**config.mk**
```make
export PLATFORM = sky130hd
export DESIGN_NAME = board_mem_arbiter
export DESIGN_NICKNAME = d
export VERILOG_FILES = /design/src/rtl/board_mem_arbiter.sv
export SDC_FILE = /design/constraint.sdc
export NUM_CORES = 1
export LEC_CHECK = 0
export ABC_CLOCK_PERIOD_IN_PS = 2500
export BUFFER_PORTS_ARGS = -buffer_cell sky130_fd_sc_hd__buf_2
export CELL_PAD_IN_SITES_DETAIL_PLACEMENT = 1
export CELL_PAD_IN_SITES_GLOBAL_PLACEMENT = 1
export CORE_ASPECT_RATIO = 2
export CORE_MARGIN = 4
export CORE_UTILIZATION = 28
export CTS_CLUSTER_DIAMETER = 100
export CTS_CLUSTER_SIZE = 12
export DETAILED_ROUTE_END_ITERATION = 8
export GPL_ROUTABILITY_DRIVEN = 0
export MAX_ROUTING_LAYER = met4
export PLACE_DENSITY = 0.85
export SETUP_SLACK_MARGIN = 0.05
export SLEW_MARGIN = 40
export SYNTH_ARGS = -nofsm -noshare
export SYNTH_HDL_FRONTEND = slang
export SYNTH_SLANG_ARGS = --single-unit
```
**constraint.sdc**
```tcl
create_clock -name vga_clk -period 2.5 [get_ports vga_clk]
set_input_delay 0.5 -clock vga_clk [delete_from_list [all_inputs] [get_ports vga_clk]]
set_output_delay 0.5 -clock vga_clk [all_outputs]
set_load 0.02 [all_outputs]
```
**src/rtl/board_mem_arbiter.sv**
```systemverilog
// board_mem_arbiter: shares one single-port board-state RAM between the grid renderer and requesters A/B
// Optional feature macro: BOARD_ARB_VBLANK_WR_EN (A/B writes granted only during vblank)
// Ports:
//   vga_clk, rst_n          65 MHz pixel clock, async active-low reset
//   vblank                  vertical blanking flag (only used with BOARD_ARB_VBLANK_WR_EN)
//   draw_rd_en/draw_addr    renderer read, absolute priority; draw_rd_data/draw_rd_valid two cycles later
//   a_*/b_*                 valid/ready requesters, round-robin between them; *_rdata/*_rvalid two cycles after accept
//   mem_*                   single-port RAM interface, mem_rdata valid one cycle after a read enable
module board_mem_arbiter #(
  parameter int ADDR_W     = 7,
  parameter int DATA_W     = 2,
  parameter int GRID_CELLS = 100
) (
  input  logic              vga_clk,
  input  logic              rst_n,
  input  logic              vblank,
  input  logic              draw_rd_en,
  input  logic [ADDR_W-1:0] draw_addr,
  output logic [DATA_W-1:0] draw_rd_data,
  output logic              draw_rd_valid,
  input  logic              a_valid,
  input  logic              a_we,
  input  logic [ADDR_W-1:0] a_addr,
  input  logic [DATA_W-1:0] a_wdata,
  output logic              a_ready,
  output logic [DATA_W-1:0] a_rdata,
  output logic              a_rvalid,
  input  logic              b_valid,
  input  logic              b_we,
  input  logic [ADDR_W-1:0] b_addr,
  input  logic [DATA_W-1:0] b_wdata,
  output logic              b_ready,
  output logic [DATA_W-1:0] b_rdata,
  output logic              b_rvalid,
  output logic              mem_en,
  output logic              mem_we,
  output logic [ADDR_W-1:0] mem_addr,
  output logic [DATA_W-1:0] mem_wdata,
  input  logic [DATA_W-1:0] mem_rdata
);
  typedef enum logic [1:0] {TAG_NONE, TAG_DRAW, TAG_A, TAG_B} tag_t;
  logic              w_a_elig;
  logic              w_b_elig;
  logic              w_gnt_a;
  logic              w_gnt_b;
  logic              w_active;
  logic              w_we;
  logic              w_in_range;
  logic [ADDR_W-1:0] w_addr;
  logic [DATA_W-1:0] w_wdata;
  logic [DATA_W-1:0] w_rdata;
  tag_t              w_tag;
  tag_t              r_tag;
  logic              r_oor;
  logic              r_last_b;
`ifdef BOARD_ARB_VBLANK_WR_EN
  // a write outside vblank is simply not eligible, so it never blocks the other side
  assign w_a_elig = a_valid && (!a_we || vblank);
  assign w_b_elig = b_valid && (!b_we || vblank);
`else
  logic w_unused_vblank;
  assign w_unused_vblank = vblank;
  assign w_a_elig = a_valid;
  assign w_b_elig = b_valid;
`endif
  always_comb begin
    // A wins a conflict when B was served last
    w_gnt_a    = !draw_rd_en && w_a_elig && (!w_b_elig || r_last_b);
    w_gnt_b    = !draw_rd_en && w_b_elig && !w_gnt_a;
    w_active   = draw_rd_en || w_gnt_a || w_gnt_b;
    w_addr     = draw_rd_en ? draw_addr : w_gnt_a ? a_addr : b_addr;
    w_we       = !draw_rd_en && (w_gnt_a ? a_we : (w_gnt_b && b_we));
    w_wdata    = w_gnt_a ? a_wdata : b_wdata;
    w_in_range = {1'b0, w_addr} < (ADDR_W + 1)'(GRID_CELLS);
    w_tag      = (!w_active || w_we) ? TAG_NONE : draw_rd_en ? TAG_DRAW : w_gnt_a ? TAG_A : TAG_B;
    // out-of-range reads never enable the RAM, so its stale output is masked to 0
    w_rdata    = r_oor ? '0 : mem_rdata;
  end
  assign a_ready   = w_gnt_a;
  assign b_ready   = w_gnt_b;
  assign mem_en    = w_active && w_in_range;
  assign mem_we    = mem_en && w_we;
  assign mem_addr  = w_addr;
  assign mem_wdata = w_wdata;
  always_ff @(posedge vga_clk or negedge rst_n) begin
    if (!rst_n) begin
      r_tag         <= TAG_NONE;
      r_oor         <= 1'b0;
      r_last_b      <= 1'b1;
      draw_rd_valid <= 1'b0;
      a_rvalid      <= 1'b0;
      b_rvalid      <= 1'b0;
      draw_rd_data  <= '0;
      a_rdata       <= '0;
      b_rdata       <= '0;
    end else begin
      r_tag         <= w_tag;
      r_oor         <= !w_in_range;
      if (w_gnt_a || w_gnt_b) r_last_b <= w_gnt_b;
      draw_rd_valid <= r_tag == TAG_DRAW;
      a_rvalid      <= r_tag == TAG_A;
      b_rvalid      <= r_tag == TAG_B;
      if (r_tag == TAG_DRAW) draw_rd_data <= w_rdata;
      if (r_tag == TAG_A) a_rdata <= w_rdata;
      if (r_tag == TAG_B) b_rdata <= w_rdata;
    end
  end
endmodule

```
==> impl_metrics.tcl <==
set metrics [dict create \
    outcome "complete, no violations" \
    cts_made_buffers 3 \
    final_common_cell "buf_2" \
    hp-class "in -> async" \
    antenna_found_initial 0 \
    insertedDiodeCount 0 \
    drv_slew 0 \
    yosysSeqAreaShare_pct 41.6 \
    drt_pre_antenna_iters 4 \
    crit_type "reg -> out" \
    boundaryPins 57 \
    ir_worst_vdd_mv 0.199 \
    die-area_um2 3770 \
    multi_input_area_um2 399 \
    grt_max_degree 19 \
    ant_nets 0 \
    synthesis.nets 131 \
    grt_pass1_vias 1041 \
    fill_cells 362 \
    power_density_nw_per_um2 611 \
    drv_cap 0 \
    cts.sinks 13 \
    routedWlPerCell_um 14.7 \
    gr-total-overflow 0 \
    insertion_delay_ns 0.24 \
    synth_cells 96 \
    leakage_uw 0.000591 \
    drc 0 \
    hold_buffers 0 \
    rsz0062_at_grt "no" \
    start_util_pct 28.7 \
    layout_common_cells "buf_2, o21ai_0, dfrtp_1" \
    syn_area_per_cell_um2 8.18 \
    fp.dieH_um 82.9 \
    crit_path_cell_trace "nand2b_2 > nand4_1 > a22oi_2 > buf_2" \
    post_synth_num_cell_types 24 \
    dpl.hpwl_um 2310 \
    max_freq_ghz 0.455 \
    htree_levels 1 \
    via_per_inst 5.10 \
    clk_pin_slew_worst_paths_ns 0.05 \
    core_area_um2 2740 \
    period_share_pct 87.9 \
    slew_headroom_pct 78.4 \
    wl_um 2650 \
    worstPathMaxFanout 12 \
    skew_ns 0.00330 \
    worstMarginPinSlew_ns 0.320 \
    cpPeakStageDelay_ns 0.55 \
    area_growth_pct 41.6 \
    clock_path_buffers 2 \
    cts_tree "yes" \
    io_buffers 55 \
    hold_viol 0 \
    worstSetupStartpointType "flip-flop" \
    tns_ns 0 \
    slowest_stage "dfstp_2" \
    die_x_um 45.5 \
    setup_viol 0 \
    vias 918 \
    grt_pass1_wl_um 4440 \
    grt_usage_pct 15.6 \
    endpoint_kind "output pin" \
    cts-root-buf "clkbuf_8" \
    yosys_register_bits 13 \
    finalCriticalPeriod_ns 2.20 \
    regArea_um2 327 \
    drive_above_1_share_pct 43.0 \
    critPathArrivalTime_ns 1.70 \
    num_rows 27 \
    dr.first_iter.drc_count 10 \
    worst_hold_slack_ns 0.135 \
    yosysWarnings 0 \
    syn-cell-area_um2 786 \
    cp.required_ns 2.00 \
    fin_nets 187 \
]
-- layout make-up --
cell class | instances | share of cell area (%)
multi-input cells | 72 | 35.9
flip-flops and latches | 13 | 29.4
well taps | 29 | 3.26
clock buffers | 4 | 4.05
repair buffers | 56 | 25.4
inverters | 6 | 2.02
-- worst max-delay path, delay by kind of cell (launching register included) --
kind	cells	cell delay [ns]
compound gates	1	0.22
simple gates	2	0.50
buf+inv	1	0.19
flops	1	0.55
-- registers in the layout (all words and copies together), names as in the netlist --
name	cells
b_rvalid	1
a_rvalid	1
r_oor	1
a_rdata	2
draw_rd_valid	1
draw_rd_data	2
b_rdata	2
r_tag	2
r_last_b	1
-- timing repair --
action	4_1_cts	5_1_grt
endpoints found under the setup margin	0	4
gates resized for setup	0	1
setup buffers	0	0
hold endpoints to repair	0	0
-- per-stage QoR --
stage               area, um^2  total power [uW]  worst slack [ns]  std cells  util, %
detailed placement        1060               505             0.337        176     38.9
CTS                       1110               692             0.108        180     40.6
global placement          1060               495             0.360        176     38.9
floorplan                  786               409             0.522         96        -
finish                    1110               680             0.302        180     40.6
global route              1110               728             0.198        180     40.6
-- layer usage --
| layer | routed length, um | part of all wire (%) | up-vias | GRT usage (%) |
|---|---|---|---|---|
| met5 | 0 | 0 | - | - |
| met4 | 19 | 0.72 | 0 | 6.13 |
| met3 | 226 | 8.5 | 2 | 2.17 |
| met2 | 1510 | 57 | 50 | 28.8 |
| met1 | 899 | 34 | 414 | 14.6 |
| li1 | - | - | 452 | - |
-- Yosys cell counts (all sizes together) --
master / number / area [um^2]
nand4: 1 / 6.26
dfstp: 1 / 26.3
a21oi: 1 / 5.00
nor2: 9 / 33.8
a31oi: 7 / 43.8
or3: 1 / 6.26
o311a: 1 / 10.0
inv: 6 / 22.5
clkbuf: 4 / 35.0
and3: 1 / 6.26
nand2: 11 / 41.3
nor2b: 2 / 12.5
dfrtp: 12 / 300
mux2: 2 / 22.5
nand3: 10 / 50.1
nand2b: 5 / 31.3
a211o: 1 / 8.76
buf: 1 / 5.00
o311ai: 3 / 26.3
a22oi: 1 / 12.5
o21ai: 16 / 80.1
-- worst paths after layout --
path	start	to	slack, ns	cells past startpoint
worst max-delay path	r_last_b$_DFFE_PN1P_	mem_we	0.30	4
worst min-delay path	rst_n	a_rdata[0]$_DFFE_PN0P_	0.13	1
worst max register to register	r_last_b$_DFFE_PN1P_	r_oor$_DFF_PN0_	1.09	3
worst min register to register	a_rdata[0]$_DFFE_PN0P_	a_rdata[0]$_DFFE_PN0P_	0.47	2
max in group asynchronous	rst_n	r_last_b$_DFFE_PN1P_	2.09	1
min in group vga_clk	a_rdata[0]$_DFFE_PN0P_	a_rdata[0]$_DFFE_PN0P_	0.47	2
-- report_power, final --
group          leakage, uW  switching (uW)  internal [uW]
registers         0.000162            15.4            246
clock network    0.0000228            69.0            112
logic             0.000406             150           87.3
total             0.000591             235            445
-- cell families (layout without fill, tap and decap cells) --
logic type,Yosys count,count (layout),share of synthesized area (%)
buf+inv,11,66,7.96
mux,2,2,2.87
simple gates,40,40,23.9
flops,13,13,41.6
compound gates,30,30,23.7
Power figures use the tool's default switching activity.
